File: src/rtl/square_pkg.sv
// square_pkg: state type and default widths shared by the squarer and the root datapath.
package square_pkg;
    typedef enum logic [1:0] {IDLE, CALC, FIN} square_state_t;
    localparam int SQUARE_IN_W = 4;
    localparam int SQUARE_OUT_W = 8;
endpackage

File: src/rtl/square.sv
// square: iterative shift-add squarer, one multiplier bit per clock, level-ready handshake.
// SQUARE_RESID_EN adds r_in (added at FIN, giving y*y + r) and the carry-out flag x_ovf.
module square
    import square_pkg::*;
#(
    parameter int IN_W  = SQUARE_IN_W,
    parameter int OUT_W = 2 * IN_W
) (
    input  logic             clk,
    input  logic             rst_n,
    input  logic [IN_W-1:0]  y_in,
    input  logic             y_ready,
`ifdef SQUARE_RESID_EN
    input  logic [OUT_W-1:0] r_in,
    output logic             x_ovf,
`endif
    output logic [OUT_W-1:0] x_out,
    output logic             x_ready
);
    localparam int CW = $clog2(IN_W + 1);
    localparam logic [CW-1:0] LAST = CW'(IN_W - 1);

    square_state_t    r_state;
    logic [OUT_W-1:0] r_a;
    logic [IN_W-1:0]  r_b;
    logic [OUT_W:0]   r_acc;
    logic [CW-1:0]    r_cnt;
`ifdef SQUARE_RESID_EN
    logic [OUT_W-1:0] r_resid;
    logic [OUT_W:0]   w_sum;
    assign w_sum = r_acc + {1'b0, r_resid};
`endif

    always_ff @(posedge clk or negedge rst_n) begin
        if (!rst_n) begin
            r_state <= IDLE;
            r_a     <= '0;
            r_b     <= '0;
            r_acc   <= '0;
            r_cnt   <= '0;
            x_out   <= '0;
            x_ready <= 1'b0;
`ifdef SQUARE_RESID_EN
            r_resid <= '0;
            x_ovf   <= 1'b0;
`endif
        end else begin
            case (r_state)
                IDLE: if (y_ready) begin
                    r_a     <= OUT_W'(y_in);
                    r_b     <= y_in;
                    r_acc   <= '0;
                    r_cnt   <= '0;
                    x_ready <= 1'b0;
`ifdef SQUARE_RESID_EN
                    r_resid <= r_in;
                    x_ovf   <= 1'b0;
`endif
                    r_state <= CALC;
                end
                CALC: begin
                    if (r_b[0]) r_acc <= r_acc + {1'b0, r_a};
                    r_a     <= r_a << 1;
                    r_b     <= r_b >> 1;
                    r_cnt   <= r_cnt + 1'b1;
                    r_state <= (r_cnt == LAST) ? FIN : CALC;
                end
                FIN: begin
`ifdef SQUARE_RESID_EN
                    x_out   <= w_sum[OUT_W-1:0];
                    x_ovf   <= w_sum[OUT_W];
`else
                    x_out   <= r_acc[OUT_W-1:0];
`endif
                    x_ready <= 1'b1;
                    r_state <= IDLE;
                end
                default: r_state <= IDLE;
            endcase
        end
    end
endmodule

File: config.mk
export PLATFORM = sky130hd
export DESIGN_NAME = square
export DESIGN_NICKNAME = d
export VERILOG_FILES = /design/src/rtl/square_pkg.sv /design/src/rtl/square.sv
export SDC_FILE = /design/constraint.sdc
export NUM_CORES = 1
export LEC_CHECK = 0
export ABC_AREA = 1
export BUFFER_PORTS_ARGS = -buffer_cell sky130_fd_sc_hd__buf_2
export CORE_AREA = 2 2 97 62
export CTS_CLUSTER_DIAMETER = 80
export DETAILED_ROUTE_END_ITERATION = 10
export DIE_AREA = 0 0 99 64
export HOLD_SLACK_MARGIN = 0.06
export PLACE_DENSITY = 0.45
export SLEW_MARGIN = 15
export SYNTH_ARGS = -nofsm -noshare
export SYNTH_HDL_FRONTEND = slang
export SYNTH_SLANG_ARGS = --single-unit
File: constraint.sdc
create_clock -name clk -period 4.1 [get_ports clk]
set_clock_uncertainty 0.2 [all_clocks]
set_input_delay 0.205 -clock clk [delete_from_list [all_inputs] [get_ports clk]]
set_output_delay 0.205 -clock clk [all_outputs]
set_load 0.02 [all_outputs]
* Word-level counts from Yosys, hierarchy flattened *
Cells that the tools add are included.
W data, S select, Z words.

word-level totals
  memories kept = 0
  bits in read-only memories = 0
  latch bits = 0
  output and inout bits = 9
  memory bits (writable) = 0
  register bits after elaboration = 35

cells by class
  reductions and logical operators = 6
  add/subtract/negate cells = 2
  div/mod/pow operators = 0
  order comparisons = 0
  $mul = 0
  mux-type cells = 14
  bitwise logic cells = 0
  shifts and indexed selects = 0
  equal/unequal tests = 5

operators with widths
  kind                   count
  $mux W9                2
  $pmux W9 S2            1
  $pmux W8 S2            1
  $add A9 B8 Y9          1
  $mux W8                1
  $pmux W4 S2            1
  $pmux W3 S2            1
  $mux W2                2
  $mux W4                1
  $ne A2 B2 Y1 const B   2
  $pmux W2 S2            1
  $reduce_and A2 Y1      2
  $reduce_bool A2 Y1     2
  $add A3 B1 Y3 const B  1
  $eq A3 B2 Y1 const B   1
  $mux W3                1
  $reduce_and A3 Y1      1
  $eq A2 B1 Y1 const B   1
  $eq A2 B2 Y1 const B   1
  $logic_not A2 Y1       1
  $pmux W1 S2            1
  $mux W1                1

* Longest topological paths before layout *
  depth after elaboration = 3
  gate-level depth with buffers = 9
  mapped depth without buffers = 9

* Least setup slack after synthesis *
OpenSTA, ideal clock, no wires.

  path kind = reg2reg
  start = reg r_a[0]
  end = reg r_acc[6]
  buffers on the path = 0
  setup time = 117 ps
  path slack = 2,403 ps
  cell stages (with the launch flop) = 9
  clock period less this slack = 1,697 ps
  arrival time = 1,380 ps
  cells stage by stage = dfrtp_1 ha_1 fa_1 nand2_1 nand2_1 nand3b_1 nand3_1 nand3_1 nand2_1

on the way
  word-level cells in the longest chain between the ends = 3

ends and longest elaborated chain
  what                    RTL line      text
  start, declared         square.sv:24  logic [OUT_W-1:0] r_a;
  start signal, assigned  square.sv:50  r_a <= OUT_W'(y_in);
  start signal, assigned  square.sv:63  r_a <= r_a << 1;
  $add A9 B8 Y9           square.sv:62  if (r_b[0]) r_acc <= r_acc + {1'b0, r_a};
  $mux W9                 square.sv:62
  $pmux W9 S2             square.sv:48  case (r_state)
  end signal, assigned    square.sv:62
  end, declared           square.sv:26  logic [OUT_W:0] r_acc;

No other way between the ends. The select of a mux whose other input is x is not followed.
A chain may end at the register's enable or synchronous reset.

* Final worst setup path *
Same ends and word-level chain as after synthesis.

==> results.sh <==
export IMPL_status="finished clean"
export IMPL_max_freq_ghz=0.555
export IMPL_drtIter0Drc=22
export IMPL_worstHoldStart="y_in[2]"
export IMPL_start_util_pct=31.4
export IMPL_syn_to_final_growth_pct=14.4
export IMPL_power_density_mw_per_mm2=750
export IMPL_worstPathArrival_ns=1.78
export IMPL_synth_ff_latch_count=34
export IMPL_fill_cells=585
export IMPL_post_cts_buffers=0
export IMPL_htreeDepth=2
export IMPL_multi_input_area_um2=706
export IMPL_cts_buffers_inserted=5
export IMPL_wl_per_cell_um=12.2
export IMPL_dr_total_vias=1248
export IMPL_nets=235
export IMPL_core_area_mm2=0.00539
export IMPL_crit_fanout=3
export IMPL_ctsResizeCount=0
export IMPL_slew_viol_final=0
export IMPL_hold_end="r_b[2]"
export IMPL_hold_viol=0
export IMPL_synthSimpleGateAreaFrac_pct=22.1
export IMPL_r2r_cells=8
export IMPL_hold_path_class="in -> reg"
export IMPL_die_area_mm2=0.00634
export IMPL_route_detailed_drc=0
export IMPL_io_pins=16
export IMPL_drive_above_1_share_pct=13.8
export IMPL_grt_overflow_total=0
export IMPL_clk_latency_ns=0.28
export IMPL_tightestPinTransition_ns=0.785
export IMPL_cts_buffer_depth=2
export IMPL_final_common_cell="nand2_1"
export IMPL_synth_fp_nets=213
export IMPL_antenna_found_initial=0
export IMPL_path_class="reg -> reg"
export IMPL_dr_pass1_iters=4
export IMPL_cp_start_kind="register"
export IMPL_p_leak_nw=1.01
export IMPL_yosysWarnings=0
export IMPL_syn_inst=196
export IMPL_crit_path_end_kind="register"
export IMPL_min_period_ns=1.80
export IMPL_r2r_setup_slack_ns=2.30
export IMPL_rsz0062_at_grt="no"
export IMPL_synth_top_family_by_area="simple AND/OR/NAND/NOR gates"
export IMPL_hpwl_mm=2.53
export IMPL_fin_crit_sh_pct=43.9
export IMPL_wl_mm=3.49
export IMPL_port_buffers=15
export IMPL_synthTopCellsByArea="dfrtp_1 50%, nand2_1 13%, ha_1 6.7%, inv_1 5.5%, o21ai_1 4.7%"
export IMPL_grt_pass1_vias=1331
export IMPL_critPathRequiredTime_ns=4.08
export IMPL_cts_tree="built"
export IMPL_cts_num_sinks=34
export IMPL_gp_congestion=0.755
export IMPL_ir_drop_mv=0.185
export IMPL_regArea_um2=851
export IMPL_syn_area_per_cell_um2=8.64
export IMPL_syn_area_mm2=0.00169
export IMPL_ctsRootBufferMaster="clkbuf_8"
export IMPL_synth_distinct_cells=26
export IMPL_synthXorXnorAreaFrac_pct=0.517
export IMPL_clkTransAtPathRegs_ns=0.07
export IMPL_avgViaCountPerCell=4.35
export IMPL_finalSetupViolations=0
export IMPL_final_util_pct=36.0
export IMPL_synth_adder_area_share_pct=7.83
export IMPL_muxShareOfSynthArea_pct=0
export IMPL_synth_top_cell_area_share_pct=50.3
export IMPL_rr_startpoint="r_a[0]"
export IMPL_final_cell_mix="60 x nand2_1, 34 x dfrtp_1, 25 x inv_1, 16 x o21ai_1, 15 x buf_2"
export IMPL_seq_area_frac_synth_pct=50.3
export IMPL_drtAntennaViolNets=0
export IMPL_n_antenna_cell=0
export IMPL_grt_pass1_wl_mm=6.30
export IMPL_r2r_end="r_acc[6]"
export IMPL_yosys_area_top_type="dfrtp_1"
export IMPL_die_w_um=99
export IMPL_min_path_cells=5
export IMPL_die_h_um=64
export IMPL_rows=21
export IMPL_hold_buffers=3
export IMPL_grt_max_degree=35
export IMPL_synth_compound_area_share_pct=11.2
export IMPL_slew_headroom_pct=47.7
export IMPL_grt_use_total_pct=12.9
export IMPL_setup_tns_ns=0
export IMPL_maxCapViolCount=0
## final cells by class
class / instances / share of cell area (%)
clock buffer: 7 / 3.94
inverter: 30 / 5.81
multi-input combinational: 129 / 36.4
sequential: 34 / 43.9
tap: 69 / 4.46
timing repair buffer: 18 / 5.43
## logic make-up after synthesis
family	after synthesis
simple gates	85
fa+ha+maj	10
compound gates	33
flops	34
buf+inv	33
xor+xnor	1
## per-layer routing
metal / global-route usage (%) / wire length (um) / vias to the layer above
met3: 3.72 / 132 / 4
met1: 19.9 / 2070 / 558
met5: 0 / 0 / -
li1: - / - / 671
met4: 4.11 / 25 / 0
met2: 17.0 / 1270 / 15
## worst max path at each step
stage                start       end
global placement    r_a[0]  r_acc[6]
detailed placement  r_a[0]  r_acc[6]
CTS                 r_a[0]  r_acc[6]
global route        r_a[0]  r_acc[6]
floorplan           r_a[0]  r_acc[6]
finish              r_a[0]  r_acc[6]
## cells in the mapped netlist
cell      instances
o22ai_1           6
nand3_1           8
nor2_4            1
o221ai_1          1
o31ai_2           1
ha_1              9
clkinv_1          1
o21ai_1          16
a21oi_1           5
a22o_1            1
nand2_4           3
buf_4             1
fa_1              1
xnor2_1           1
inv_1            25
or2_1             2
nor2_2            1
nand2_1          60
o21ai_0           2
dfrtp_1          34
nand3b_1          2
buf_2             1
o211ai_1          1
nor2_1            8
buf_6             1
inv_2             4
## where the power goes
group	leakage, nW	switching [mW]	internal (mW)
registers	0.439	0.0833	0.473
logic	0.531	0.427	0.238
clock network	0.0383	0.115	0.117
## flip-flops by register name (all words and copies together) (netlist names)
| name | flops |
|---|---|
| r_a | 8 |
| r_b | 4 |
| r_state | 2 |
| x_out | 8 |
| r_cnt | 3 |
| r_acc | 8 |
| x_ready | 1 |
## critical path, stage by stage (launching register included)
cell and delay (ns):
dfrtp_1 0.38, ha_1 0.22, fa_1 0.40, nand2_1 0.10, nand2_1 0.09, nand3b_1 0.11, nand3_1 0.07, nand3_1 0.08
nand2_1 0.05
## per-stage QoR
step	cell area, um^2	hold WS [ns]	setup slack (ns)	cells	total power [mW]
floorplan	1690	-0.291	2.40	196	1.07
global placement	1830	0.139	2.29	277	1.23
detailed placement	1830	0.145	2.28	277	1.23
CTS	1940	0.0686	2.27	287	1.48
global route	1940	0.103	2.05	287	1.61
finish	1940	0.0722	2.30	287	1.45
(Power assumes the default switching activity.)
